<file path="config.mk">
export PLATFORM = sky130hd
export DESIGN_NAME = instr_fetch_unit
export DESIGN_NICKNAME = d
export VERILOG_FILES = /design/src/rtl/mips_pkg.sv /design/src/rtl/ifu_fifo.sv /design/src/rtl/ifu_fifo_chk.sv /design/src/rtl/instr_fetch_unit.sv
export SDC_FILE = /design/constraint.sdc
export NUM_CORES = 1
export LEC_CHECK = 0
export BUFFER_PORTS_ARGS = -buffer_cell sky130_fd_sc_hd__buf_2
export CAP_MARGIN = 20
export CORE_UTILIZATION = 62
export CTS_CLUSTER_SIZE = 40
export DETAILED_ROUTE_END_ITERATION = 12
export PLACE_DENSITY = 0.86
export SLEW_MARGIN = 20
export SYNTH_ARGS = -nofsm -noshare
export SYNTH_HDL_FRONTEND = slang
export SYNTH_SLANG_ARGS = --single-unit
</file>
<file path="constraint.sdc">
create_clock -name clk -period 4.7 [get_ports clk]
set_input_delay 0 -clock clk [delete_from_list [all_inputs] [get_ports clk]]
set_output_delay 0 -clock clk [all_outputs]
set_load 0.01 [all_outputs]
</file>
<file path="src/rtl/mips_pkg.sv">
// Shared MIPS fetch constants: widths, reset PC, opcode/funct encodings and the
// legality helper used by the optional IFU_ILLEGAL_OP_EN opcode check.
package mips_pkg;
    localparam int          PC_W     = 32;
    localparam int          INSTR_W  = 32;
    localparam logic [31:0] RESET_PC = 32'h0000_0000;

    localparam logic [5:0] OP_RTYPE = 6'h00;
    localparam logic [5:0] OP_LW    = 6'h23;
    localparam logic [5:0] OP_SW    = 6'h2B;
    localparam logic [5:0] OP_BEQ   = 6'h04;
    localparam logic [5:0] OP_ADDI  = 6'h08;
    localparam logic [5:0] OP_J     = 6'h02;

    localparam logic [5:0] FN_ADD = 6'h20;
    localparam logic [5:0] FN_SUB = 6'h22;
    localparam logic [5:0] FN_AND = 6'h24;
    localparam logic [5:0] FN_OR  = 6'h25;
    localparam logic [5:0] FN_SLT = 6'h2A;

    function automatic logic is_illegal(input logic [5:0] op, input logic [5:0] fn);
        logic ill;
        case (op)
            OP_RTYPE: begin
                case (fn)
                    FN_ADD, FN_SUB, FN_AND, FN_OR, FN_SLT: ill = 1'b0;
                    default:                               ill = 1'b1;
                endcase
            end
            OP_LW, OP_SW, OP_BEQ, OP_ADDI, OP_J: ill = 1'b0;
            default:                             ill = 1'b1;
        endcase
        return ill;
    endfunction
endpackage

</file>
<file path="src/rtl/ifu_fifo.sv">
// Fetch buffer: DEPTH-entry synchronous FIFO of {instr, pc} with flush.
// Flush wins over a same-cycle push or pop.
module ifu_fifo #(
    parameter int DEPTH = 2,
    parameter int W     = 64,
    parameter int CNT_W = $clog2(DEPTH + 1)
) (
    input  logic             clk,
    input  logic             rst_n,
    input  logic             push,
    input  logic             pop,
    input  logic             flush,
    input  logic [W-1:0]     wdata,
    output logic [W-1:0]     rdata,
    output logic             empty,
    output logic [CNT_W-1:0] count
);
    localparam int PTR_W = $clog2(DEPTH);

    logic [W-1:0]     mem_q [DEPTH];
    logic [PTR_W-1:0] wr_ptr_q, rd_ptr_q;
    logic [CNT_W-1:0] count_q, count_d;

    // Occupancy next-state
    always_comb begin
        count_d = count_q;
        case ({push, pop})
            2'b10:   count_d = count_q + CNT_W'(1);
            2'b01:   count_d = count_q - CNT_W'(1);
            default: count_d = count_q;
        endcase
    end

    // Storage, pointers and occupancy registers
    always_ff @(posedge clk or negedge rst_n) begin
        if (!rst_n) begin
            for (int i = 0; i < DEPTH; i++) begin
                mem_q[i] <= {W{1'b0}};
            end
            wr_ptr_q <= {PTR_W{1'b0}};
            rd_ptr_q <= {PTR_W{1'b0}};
            count_q  <= {CNT_W{1'b0}};
        end else if (flush) begin
            wr_ptr_q <= {PTR_W{1'b0}};
            rd_ptr_q <= {PTR_W{1'b0}};
            count_q  <= {CNT_W{1'b0}};
        end else begin
            if (push) begin
                mem_q[wr_ptr_q] <= wdata;
                wr_ptr_q        <= wr_ptr_q + PTR_W'(1);
            end
            if (pop) begin
                rd_ptr_q <= rd_ptr_q + PTR_W'(1);
            end
            count_q <= count_d;
        end
    end

    assign rdata = mem_q[rd_ptr_q];
    assign empty = (count_q == {CNT_W{1'b0}});
    assign count = count_q;

    ifu_fifo_chk #(.DEPTH(DEPTH), .CNT_W(CNT_W)) u_chk (
        .clk(clk), .rst_n(rst_n), .push(push), .pop(pop), .flush(flush), .count(count_q)
    );
endmodule

</file>
<file path="src/rtl/ifu_fifo_chk.sv">
// Checker for ifu_fifo: a push into a full buffer that is not relieved by a
// same-cycle pop or flush means the fetch credit logic is broken.
module ifu_fifo_chk #(
    parameter int DEPTH = 2,
    parameter int CNT_W = $clog2(DEPTH + 1)
) (
    input logic             clk,
    input logic             rst_n,
    input logic             push,
    input logic             pop,
    input logic             flush,
    input logic [CNT_W-1:0] count
);
    a_no_overflow: assert property (@(posedge clk) disable iff (!rst_n)
        !(push && !pop && !flush && (count == CNT_W'(DEPTH))));
endmodule

</file>
<file path="src/rtl/instr_fetch_unit.sv">
// Fetch stage: credit-limited in-order imem requests, response buffering and
// redirect flush with wrong-path discard. Optional IFU_ILLEGAL_OP_EN adds illegal_op.
module instr_fetch_unit #(
    parameter int              PC_W     = mips_pkg::PC_W,
    parameter logic [PC_W-1:0] RESET_PC = PC_W'(mips_pkg::RESET_PC),
    parameter int              DEPTH    = 2
) (
    input  logic            clk,
    input  logic            rst_n,
    output logic            imem_req_valid,
    input  logic            imem_req_ready,
    output logic [PC_W-1:0] imem_req_addr,
    input  logic            imem_rsp_valid,
    input  logic [31:0]     imem_rsp_data,
    output logic            instr_valid,
    input  logic            instr_ready,
    output logic [31:0]     instr,
    output logic [PC_W-1:0] instr_pc,
    output logic [5:0]      opcode,
    output logic [5:0]      funct,
    input  logic            redirect,
    input  logic [PC_W-1:0] redirect_pc
`ifdef IFU_ILLEGAL_OP_EN
    ,
    output logic            illegal_op
`endif
);
    import mips_pkg::*;

    localparam int CNT_W   = $clog2(DEPTH + 1);
    localparam int ENTRY_W = INSTR_W + PC_W;

    logic [PC_W-1:0]    pc_q, pc_d, rsp_pc_q, rsp_pc_d, stale_addr_q, stale_addr_d;
    logic [CNT_W-1:0]   outstanding_q, outstanding_d, discard_q, discard_d;
    logic               stale_q, stale_d, pending_q, pending_d, started_q;
    logic [CNT_W-1:0]   fifo_count_s;
    logic [ENTRY_W-1:0] head_s;
    logic [CNT_W:0]     used_s, limit_s;
    logic               fifo_empty_s, pop_s, credit_s, accept_s, drop_s, push_s;

    assign pop_s    = !fifo_empty_s && instr_ready;
    // A same-cycle pop frees its slot before any new response can land, which keeps 1 instr/cycle at DEPTH=2.
    assign used_s   = {1'b0, outstanding_q} + {1'b0, fifo_count_s};
    assign limit_s  = (CNT_W+1)'(DEPTH) + (CNT_W+1)'(pop_s);
    assign credit_s = (used_s < limit_s);

    assign imem_req_valid = started_q && (pending_q || credit_s);
    assign imem_req_addr  = stale_q ? stale_addr_q : pc_q;
    assign accept_s       = imem_req_valid && imem_req_ready;
    assign drop_s         = imem_rsp_valid && (discard_q != {CNT_W{1'b0}});
    assign push_s         = imem_rsp_valid && !drop_s && !redirect;

    // Next-state for PCs, in-flight/discard counters and stale-request tracking
    always_comb begin
        pc_d          = pc_q;
        rsp_pc_d      = rsp_pc_q;
        stale_d       = stale_q;
        stale_addr_d  = stale_addr_q;
        pending_d     = imem_req_valid && !imem_req_ready;
        outstanding_d = outstanding_q + CNT_W'(accept_s) - CNT_W'(imem_rsp_valid);
        discard_d     = discard_q;
        if (redirect) begin
            pc_d      = redirect_pc & ~PC_W'(3);
            rsp_pc_d  = redirect_pc & ~PC_W'(3);
            discard_d = outstanding_d;
            if (pending_d) begin
                stale_d      = 1'b1;
                stale_addr_d = imem_req_addr;
            end else begin
                stale_d = 1'b0;
            end
        end else begin
            if (accept_s && stale_q) begin
                stale_d = 1'b0;
            end else if (accept_s) begin
                pc_d = pc_q + PC_W'(4);
            end else begin
                pc_d = pc_q;
            end
            discard_d = discard_q + CNT_W'(accept_s && stale_q) - CNT_W'(drop_s);
            if (push_s) begin
                rsp_pc_d = rsp_pc_q + PC_W'(4);
            end else begin
                rsp_pc_d = rsp_pc_q;
            end
        end
    end

    // Control state registers
    always_ff @(posedge clk or negedge rst_n) begin
        if (!rst_n) begin
            pc_q          <= RESET_PC;
            rsp_pc_q      <= RESET_PC;
            stale_addr_q  <= {PC_W{1'b0}};
            outstanding_q <= {CNT_W{1'b0}};
            discard_q     <= {CNT_W{1'b0}};
            stale_q       <= 1'b0;
            pending_q     <= 1'b0;
            started_q     <= 1'b0;
        end else begin
            pc_q          <= pc_d;
            rsp_pc_q      <= rsp_pc_d;
            stale_addr_q  <= stale_addr_d;
            outstanding_q <= outstanding_d;
            discard_q     <= discard_d;
            stale_q       <= stale_d;
            pending_q     <= pending_d;
            started_q     <= 1'b1;
        end
    end

    ifu_fifo #(.DEPTH(DEPTH), .W(ENTRY_W), .CNT_W(CNT_W)) u_fifo (
        .clk   (clk),
        .rst_n (rst_n),
        .push  (push_s),
        .pop   (pop_s),
        .flush (redirect),
        .wdata ({imem_rsp_data, rsp_pc_q}),
        .rdata (head_s),
        .empty (fifo_empty_s),
        .count (fifo_count_s)
    );

    assign instr_valid = !fifo_empty_s;
    assign instr       = head_s[ENTRY_W-1:PC_W];
    assign instr_pc    = head_s[PC_W-1:0];
    assign opcode      = head_s[ENTRY_W-1:ENTRY_W-6];
    assign funct       = head_s[PC_W+5:PC_W];

`ifdef IFU_ILLEGAL_OP_EN
    assign illegal_op = instr_valid && is_illegal(opcode, funct);
`endif
endmodule
</file>
# Word level (Yosys, flattened, before mapping)
# Cells that the tools add are included.
totals:
  output_inout_bits: 110
  reg_bits: 235
op_classes:
  add_sub_neg: 12
  mux: 22
  order_cmp: 4
  reduce_logical: 24
  bitwise_logic: 3
  n_eq_ne: 3
ops:
  columns: ["operator", "count"]
  rows:
  - ["64-bit two-way mux", 4]
  - ["32-bit two-way mux", 6]
  - ["128-bit bitwise mux", 1]
  - ["32-bit by 3-bit adder with 32-bit output (second input constant)", 2]
  - ["64-bit demux with 1-bit select", 1]
  - ["2-bit nonzero test", 5]
  - ["1-bit logical AND", 9]
  - ["1-bit two-way mux", 7]
  - ["2-bit AND reduction", 3]
  - ["2-bit by 1-bit adder with 2-bit output", 2]
  - ["2-bit >= comparator (second input constant)", 2]
  - ["1-bit zero test", 4]
  - ["2-bit two-way mux", 2]
  - ["1-bit NOT with 2-bit output", 2]
  - ["2-bit case mux with 2 select lines", 1]
  - ["2-bit by 1-bit subtractor with 2-bit output", 2]
  - ["2-bit by 1-bit adder with 3-bit output (first input constant)", 1]
  - ["2-bit by 2-bit adder with 3-bit output", 1]
  - ["3-bit less-than comparator", 1]
  - ["3-bit nonzero test", 1]
  - ["1-bit adder (second input constant)", 2]
  - ["2-bit by 1-bit adder with 2-bit output (second input constant)", 1]
  - ["2-bit by 1-bit equality test with 1-bit output (second input constant)", 1]
  - ["2-bit equality test (second input constant)", 1]
  - ["other kinds (6)", 6]

# Depth between registers and ports, before layout
# Gate-level depths: netlist of the first run.
depth:
  depth_word: 12
  depth_mapped: 14
  ltp_nobuf: 13

# Hierarchy
# From an unflattened synthesis of the first run, not the netlist that was laid out.
unflattened:
  cells_unflattened: 962
  hier_area_um2: 12082.8
modules_own_cells:
  columns: ["module", "cells_per_inst", "n_inst", "area_each_um2"]
  rows:
  - ["instr_fetch_unit", 602, 1, 6045.8]
  - ["ifu_fifo", 360, 1, 6037.0]

# Worst setup path after synthesis of the first run
# Ideal clock, no wire load.
synth_timing:
  path_type: "flip-flop to flip-flop"
  from: "reg u_fifo.count_q[0] (netlist: u_fifo.count[0])"
  to: "reg discard_q[1]"
  setup_ns: 0.138
  path_stages_with_launch: 14
  arrival_ns: 2.468
  t_required_ns: 4.562
  slack_ns: 2.094
  cell_sequence: "dfrtp_1 ha_1 fa_1 nor2b_1 o21ai_2 and3_1 buf_4 nand3_1 ha_1 inv_1 ha_1 xor2_1 xnor2_1 o21ai_0"
synth_between:
  elab_chain_len: 12
  elab_cells_between_ends: 15
  cone_classes: "6 x add/sub; 1 x order compare; 1 x mux; 7 x reduce/logical"
synth_rtl:
  columns: ["element", "line_no", "rtl"]
  rows:
  - ["start, declared", "ifu_fifo.sv:22", "logic [CNT_W-1:0] count_q, count_d;"]
  - ["start signal, assigned", "ifu_fifo.sv:42", "count_q <= {CNT_W{1'b0}};"]
  - ["start signal, assigned", "ifu_fifo.sv:46", "count_q <= {CNT_W{1'b0}};"]
  - ["start signal, assigned", "ifu_fifo.sv:55", "count_q <= count_d;"]
  - ["2-bit zero test", "ifu_fifo.sv:60", "assign empty = (count_q == {CNT_W{1'b0}});"]
  - ["1-bit zero test", "instr_fetch_unit.sv:41", "assign pop_s = !fifo_empty_s && instr_ready;"]
  - ["1-bit logical AND", "instr_fetch_unit.sv:41", null]
  - ["2-bit by 1-bit adder with 3-bit output", "instr_fetch_unit.sv:44", "assign limit_s = (CNT_W+1)'(DEPTH) + (CNT_W+1)'(pop_s);"]
  - ["3-bit less-than comparator *", "instr_fetch_unit.sv:45", "assign credit_s = (used_s < limit_s);"]
  - ["1-bit logical OR *", "instr_fetch_unit.sv:47", "assign imem_req_valid = started_q && (pending_q || credit_s);"]
  - ["1-bit logical AND *", "instr_fetch_unit.sv:47", null]
  - ["via imem_req_valid", "instr_fetch_unit.sv:10", "output logic imem_req_valid,"]
  - ["1-bit logical AND *", "instr_fetch_unit.sv:49", "assign accept_s = imem_req_valid && imem_req_ready;"]
  - ["1-bit logical AND", "instr_fetch_unit.sv:80", "discard_d = discard_q + CNT_W'(accept_s && stale_q) - CNT_W'(drop_s);"]
  - ["2-bit by 1-bit adder with 2-bit output", "instr_fetch_unit.sv:80", null]
  - ["2-bit by 1-bit subtractor with 2-bit output", "instr_fetch_unit.sv:80", null]
  - ["2-bit two-way mux *", "instr_fetch_unit.sv:62", "if (redirect) begin"]
  - ["via discard_d[1]", "instr_fetch_unit.sv:34", "logic [CNT_W-1:0] outstanding_q, outstanding_d, discard_q, discard_d;"]
  - ["end signal, assigned", "instr_fetch_unit.sv:96", "discard_q <= {CNT_W{1'b0}};"]
  - ["end signal, assigned", "instr_fetch_unit.sv:105", "discard_q <= discard_d;"]
  - ["end, declared", "instr_fetch_unit.sv:34", null]
# The timed path passes the listed nets; every way through them passes the cells marked *.
# A chain may end at the register's enable or synchronous reset.

# Final worst setup path of the first run
layout_timing:
  from: "reg u_fifo.count_q[0] (netlist: u_fifo.count[0])"
  to: "reg discard_q[1]"
layout_between:
  elab_chain_len: 12
  elab_cells_between_ends: 15
  cone_classes: "6 x add/sub; 1 x order compare; 1 x mux; 7 x reduce/logical"
layout_rtl:
  columns: ["element", "line_no"]
  rows:
  - ["2-bit zero test", "ifu_fifo.sv:60"]
  - ["1-bit zero test", "instr_fetch_unit.sv:41"]
  - ["1-bit logical AND", "instr_fetch_unit.sv:41"]
  - ["2-bit by 1-bit adder with 3-bit output", "instr_fetch_unit.sv:44"]
  - ["3-bit less-than comparator *", "instr_fetch_unit.sv:45"]
  - ["1-bit logical OR *", "instr_fetch_unit.sv:47"]
  - ["1-bit logical AND *", "instr_fetch_unit.sv:47"]
  - ["1-bit logical AND *", "instr_fetch_unit.sv:49"]
  - ["1-bit logical AND", "instr_fetch_unit.sv:80"]
  - ["2-bit by 1-bit adder with 2-bit output", "instr_fetch_unit.sv:80"]
  - ["2-bit by 1-bit subtractor with 2-bit output", "instr_fetch_unit.sv:80"]
  - ["2-bit two-way mux *", "instr_fetch_unit.sv:62"]
  - ["via discard_d[1]", "instr_fetch_unit.sv:34"]
# Marks and branches as above.

==> flow_metrics.py, run 1 <==
metrics = {
    "run_status": {
        "run_status": "completed",
    },
    "timing": {
        "worst_clock_skew_ns": 0.008671,
        "worstMarginPinSlew_ns": 0.9082,
        "slew_violations": 0,
        "worst_slack_ns": 1.563,
        "setup_viol": 0,
        "max_freq_ghz": 0.3188,
        "worst_slew_margin_rel_pct": 39.19,
        "rsz0062_at_grt": "false",
        "setup_tns_ns": 0,
        "post-route-period-util_pct": 66.74,
        "hold_viol_final": 0,
        "period_needed_ns": 3.137,
    },
    "logic_synthesis": {
        "synth-seq-area-share_pct": 50.35,
        "yosysWarnings": 0,
        "synth-edff-count": 0,
        "synth_cells": 896,
        "ys_ff_latch": 227,
        "ys.flop_type": "dfrtp_1",
        "synth.largest_area_cell": "dfrtp_1",
        "synth_top_area_share_pct": 50.35,
        "ys_types": 58,
        "synthesis.area_sq_mm": 0.01128,
        "async_flop_share_pct": 100.0,
        "synth_area_leaders": "dfrtp_1 50%, mux2_2 22%, mux2_4 3.7%",
        "syn_avg_cell_area_sq_um": 12.59,
    },
    "setup_path": {
        "cp.required_ns": 5.06,
        "crit_family": "adder cells",
        "path_class": "reg -> reg",
        "worst-path-max-fanout": 14,
        "crit_chain": "ha_1 > fa_1 > nor2b_1 > o21ai_2 > and3_1 > nand3_1 > ha_1 > inv_1 > ha_1 > xor2_1 > xnor2_1 > o21ai_0",
        "slowest_stage": "dfrtp_1",
        "critPathArrivalTime_ns": 3.50,
        "worstSetupStartpointType": "register",
        "r2r_setup_slack_ns": 1.56,
        "max_stage_delay_ns": 0.45,
        "rr_endpoint": "discard_q[1]",
        "crit-reg2reg-launch": "u_fifo.count[0]",
        "critical_path_cell_count": 12,
        "r2r_cells": 12,
        "critPathCapture": "discard_q[1]",
        "endpoint_kind": "register",
        "cpMostUsedCell": "ha_1",
        "startpoint": "u_fifo.count[0]",
        "crit_buf_inv": 1,
    },
    "die": {
        "die_h_um": 136.9,
        "num_rows": 48,
        "die_x_um": 136.9,
        "core_sq_mm": 0.01754,
        "initial_core_util_pct": 64.33,
        "io_pins": 180,
        "die_area_sq_mm": 0.01874,
    },
    "clock_tree": {
        "clk_latency_ns": 0.51,
        "cts_setup_buffers": 0,
        "clock-root-buffer": "clkbuf_16",
        "cts.sinks": 227,
        "cts_buffers": 24,
        "clk_pin_slew_ns": 0.06,
        "post_cts_resized": 0,
        "cts_max_level": 1,
        "clockBufferDepth": 3,
        "cts_tree": "built",
    },
    "cells_and_area": {
        "fin_nets": 1185,
        "area_growth_syn_to_layout_pct": 20.45,
        "fillers": 1056,
        "final_common_cell": "dfrtp_1",
        "layout_common_cells": "226 x dfrtp_1, 218 x mux2_2, 174 x buf_2",
        "fin_util_pct": 77.48,
        "drive_above_1_share_pct": 43.44,
        "num_antenna_cells": 0,
    },
    "pwr": {
        "p_per_area_mw_per_mm2": 552.2,
        "ir_worst_vdd_mv": 0.3779,
        "p_leak_nw": 6.162,
    },
    "placement": {
        "dp_hpwl_um": 15890,
        "io_buffer_count": 175,
        "place.gp.congestion": 0.7938,
        "preCtsSetupSlack_ns": 1.586,
    },
    "detailed_routing": {
        "firstDrtPassIters": 5,
        "drt_wl_total_um": 25660,
        "ant_nets": 0,
        "wl_per_cell_um": 19.06,
        "viasPerCell": 5.973,
        "drt-initial-drc-count": 523,
        "drcViolationCount": 0,
        "vias": 8040,
    },
    "global_route": {
        "antenna_found_initial": 0,
        "grt_max_degree": 131,
        "overflow": 0,
        "track_usage_pct": 27.78,
        "grt_pass1_vias": 8099,
        "grt_pass1_wl_um": 40790,
    },
    "hold_path": {
        "hp-class": "in -> async",
    },
    "flow_run": {
        "drv_cap": 0,
    },
}
routing by layer:
layer | wire (um) | track usage [%] | part of all wire (%) | up-vias
met1 | 10970 | 36.78 | 43 | 3997
met3 | 1600 | 4.222 | 6.2 | 58
li1 | - | - | - | 3678
met5 | 0 | 0 | 0 | -
met2 | 12430 | 46.76 | 48 | 307
met4 | 658 | 9.463 | 2.6 | 0
synthesized netlist by cell type, types with 8 or more instances:
cell type,count
o31a_1,15
xor2_1,10
a21oi_1,13
nand3_1,15
clkbuf_1,16
nor2_1,24
buf_2,24
nand4_1,23
and4_1,9
dfrtp_1,227
inv_1,14
nor4_1,12
and3_1,20
a31oi_1,10
nand2b_1,14
mux2_4,28
xnor2_1,26
a21boi_0,8
mux2_2,218
nor3_1,16
buf_4,15
nand2_1,37
o21ai_0,19
where the power goes:
part           leakage [nW]  switching (mW)  internal [mW]
clock                 0.367           0.729           1.06
combinational          3.04            1.20           1.44
sequential             2.75           0.435           2.64
total                  6.16            2.37           5.14
flip-flops by register name (all words and copies together) (netlist names):
name and count:
discard_q 2, u_fifo.wr_ptr_q 1, rsp_pc_q 30, outstanding_q 2
pending_q 1, stale_q 1, u_fifo.count 2, u_fifo.rd_ptr_q 1
pc_q 30, u_fifo.mem_q 124, stale_addr_q 32, started_q 1
through the flow:
| step | hold WS [ns] | instance area (sq um) | total power, mW | instances |
|---|---|---|---|---|
| 6_report | 0.1381 | 13590 | 7.503 | 1346 |
| 3_5_place_dp | 0.07706 | 12180 | 5.646 | 1240 |
| 4_1_cts | 0.1222 | 13590 | 7.504 | 1346 |
| 2_1_floorplan | -0.2956 | 11280 | 4.861 | 897 |
| 5_1_grt | 0.1494 | 13590 | 7.926 | 1346 |
| 3_3_place_gp | 0.06757 | 12180 | 5.525 | 1240 |
how the worst min path moves through the flow:
| stage | startpoint | slack [ns] | endpoint |
|---|---|---|---|
| 6_report | rst_n | 0.14 | u_fifo.mem_q[51] |
| 5_1_grt | redirect | 0.15 | u_fifo.count[0] |
| 4_1_cts | redirect | 0.12 | u_fifo.count[0] |
| 3_5_place_dp | rst_n | 0.08 | u_fifo.mem_q[51] |
| 3_3_place_gp | rst_n | 0.07 | u_fifo.mem_q[54] |
| 2_1_floorplan | rst_n | -0.30 | discard_q[0] |
layout make-up:
cell class | instances | area [sq um] | area share (%)
sequential | 227 | 5682 | 41.81
multi-input combinational | 590 | 5205 | 38.31
clock inverter | 2 | 10.01 | 0.07366
inverter | 15 | 56.30 | 0.4144
clock buffer | 38 | 734.5 | 5.405
timing repair buffer | 249 | 1619 | 11.92
tap | 225 | 281.5 | 2.072
timing repair:
item,4_1_cts,5_1_grt
endpoints found under the setup margin,0,0
hold buffers,66,0
endpoints found under the hold margin,227,0
logic make-up after synthesis:
kind of cell / after synthesis / share of synthesized area, %
other cells: 2 / 0.06657
mux: 249 / 25.75
simple gates: 199 / 10.58
fa+ha+maj: 8 / 0.9538
xor+xnor: 36 / 2.795
compound gates: 95 / 5.867
flops: 227 / 50.35
buf+inv: 80 / 3.627
No activity file was read; power rests on OpenSTA's default activity.
==> inputs of run 2 (changes only) <==
Settings changed: CORE_UTILIZATION 62 to 57, PLACE_DENSITY 0.86 to 0.8.
Clock period 4.7 ns to 3.05 ns, I/O delays scaled along.
==> run 2 against run 1 <==
Final cell count rose by 3.7%; worst hold slack improved by 0.0060 ns; utilization fell by 6.6 points; worst setup slack got worse by 1.3 ns.
==> flow_metrics.py, run 2 (same netlist as run 1, synthesis figures left out) <==
metrics = {
    "setup_path": {
        "cp.required_ns": 3.43,
        "crit-reg2reg-launch": "u_fifo.count[0]",
        "critPathArrivalTime_ns": 3.21,
        "rr_endpoint": "discard_q[1]",
        "endpoint_kind": "register",
        "path_class": "reg -> reg",
        "crit_chain": "ha_1 > fa_1 > nor2b_1 > o21ai_2 > and3_1 > nand3_1 > ha_1 > inv_1 > ha_1 > xor2_1 > xnor2_1 > o21ai_0",
        "crit_family": "adder cells",
        "worstSetupStartpointType": "register",
        "cpMostUsedCell": "ha_1",
        "crit_buf_inv": 1,
        "r2r_cells": 12,
        "slowest_stage": "dfrtp_1",
        "worst-path-max-fanout": 7,
        "r2r_setup_slack_ns": 0.22,
        "max_stage_delay_ns": 0.44,
    },
    "timing": {
        "period_needed_ns": 2.832,
        "max_freq_ghz": 0.3531,
        "setup_tns_ns": 0,
        "worstMarginPinSlew_ns": 0.8789,
        "post-route-period-util_pct": 92.86,
        "worst_slew_margin_rel_pct": 41.41,
        "worst_clock_skew_ns": 0.007014,
        "setup_viol": 0,
        "rsz0062_at_grt": "false",
        "hold_viol_final": 0,
        "worst_slack_ns": 0.2176,
        "slew_violations": 0,
    },
    "global_route": {
        "antenna_found_initial": 0,
        "grt_pass1_wl_um": 39790,
        "overflow": 0,
        "grt_pass1_vias": 7980,
        "track_usage_pct": 24.57,
        "grt_max_degree": 119,
    },
    "pwr": {
        "p_comb_share_pct": 34.9,
        "p_per_area_mw_per_mm2": 848.3,
        "p_sw_share_pct": 30.74,
        "power_frac_clock_pct": 24.9,
        "p_leak_nw": 6.234,
        "ir_worst_vdd_mv": 0.4688,
        "power_frac_seq_pct": 40.2,
        "switchingPower_mw": 3.596,
        "power.internal_mw": 8.104,
    },
    "clock_tree": {
        "cts_max_level": 1,
        "clk_latency_ns": 0.51,
        "clock-root-buffer": "clkbuf_16",
        "cts_tree": "built",
        "clockBufferDepth": 3,
        "clk_pin_slew_ns": 0.06,
        "cts.sinks": 227,
        "cts_buffers": 24,
    },
    "die": {
        "initial_core_util_pct": 57.96,
        "die_h_um": 142.7,
        "num_rows": 51,
        "core_sq_mm": 0.01946,
        "die_x_um": 142.7,
        "die_area_sq_mm": 0.02036,
        "io_pins": 180,
    },
    "placement": {
        "io_buffer_count": 175,
        "dp_hpwl_um": 16050,
        "preCtsSetupSlack_ns": 0.2565,
        "place.gp.congestion": 0.8542,
    },
    "detailed_routing": {
        "vias": 7878,
        "drt-initial-drc-count": 419,
        "wl_per_cell_um": 17.69,
        "viasPerCell": 5.643,
        "firstDrtPassIters": 5,
        "drcViolationCount": 0,
        "drt_wl_total_um": 24690,
        "ant_nets": 0,
    },
    "cells_and_area": {
        "area_growth_syn_to_layout_pct": 22.26,
        "layout_common_cells": "226 x dfrtp_1, 218 x mux2_2, 174 x buf_2",
        "top_register": "u_fifo.mem_q",
        "fin_nets": 1193,
        "num_antenna_cells": 0,
        "drive_above_1_share_pct": 43.85,
        "top_regs": "u_fifo.mem_q (124), stale_addr_q (32)",
        "largest_register_ffs": 124,
        "final_common_cell": "dfrtp_1",
    },
    "flow_run": {
        "drv_cap": 0,
    },
    "run_status": {
        "run_status": "completed",
    },
    "hold_path": {
        "hp-class": "in -> async",
    },
}
[run 2: cell count changes in the layout (fill, tap and decap cells not counted), sizes merged]
cell and delta:
buf +7, bufinv +2, clkbuf -1, clkinvlp +1
dlygate4sd3 +1
[run 2: how the worst max path moves through the flow]
stage	end	cells after the start	slack [ns]	from
after floorplan	discard_q[1]	13	0.44	u_fifo.count[0]
final	discard_q[1]	12	0.22	u_fifo.count[0]
after detailed placement	discard_q[1]	12	0.26	u_fifo.count[0]
after global placement	discard_q[1]	12	0.33	u_fifo.count[0]
after CTS	discard_q[1]	12	0.23	u_fifo.count[0]
after global routing	discard_q[1]	13	0.02	u_fifo.count[0]
[run 2: layout make-up]
class / instances / area (sq um)
well taps: 265 / 331.6
flip-flops and latches: 227 / 5682
inverters: 15 / 56.30
clock buffers: 37 / 720.7
fillers: 1327 / 5670
clock inverters: 5 / 77.57
repair buffers: 257 / 1719
multi-input cells: 590 / 5205
[run 2: through the flow]
stage	total power, mW	std cells	hold WS (ns)	utilization, %	instance area (sq um)
2_1_floorplan	7.491	897	-0.2956	-	11280
3_3_place_gp	8.568	1287	0.1372	63.32	12320
3_5_place_dp	8.723	1287	0.1493	63.32	12320
4_1_cts	11.76	1396	0.2023	70.86	13790
5_1_grt	12.39	1396	0.2716	70.86	13790
6_report	11.70	1396	0.1441	70.86	13790
[run 2: power by group through the flow]
stage	Combinational (mW)	Clock (mW)	Sequential, mW
5_1_grt	4.44	3.10	4.85
3_5_place_dp	3.99	0	4.74
4_1_cts	4.09	2.98	4.70
2_1_floorplan	2.98	0	4.51
6_report	4.08	2.91	4.71
3_3_place_gp	3.90	0	4.67
[run 2: metal layers]
metal	global-route usage, %	routed length [um]	share of wire [%]
met2	39.99	11530	47
met1	33.84	11280	46
met3	4.091	1386	5.6
met4	7.414	497	2.0
met5	0	0	0
[run 2: repair_timing]
action,CTS,global route
hold endpoints to repair,245,0
resized for setup,0,0
hold buffers,67,0
buffers inserted,0,0
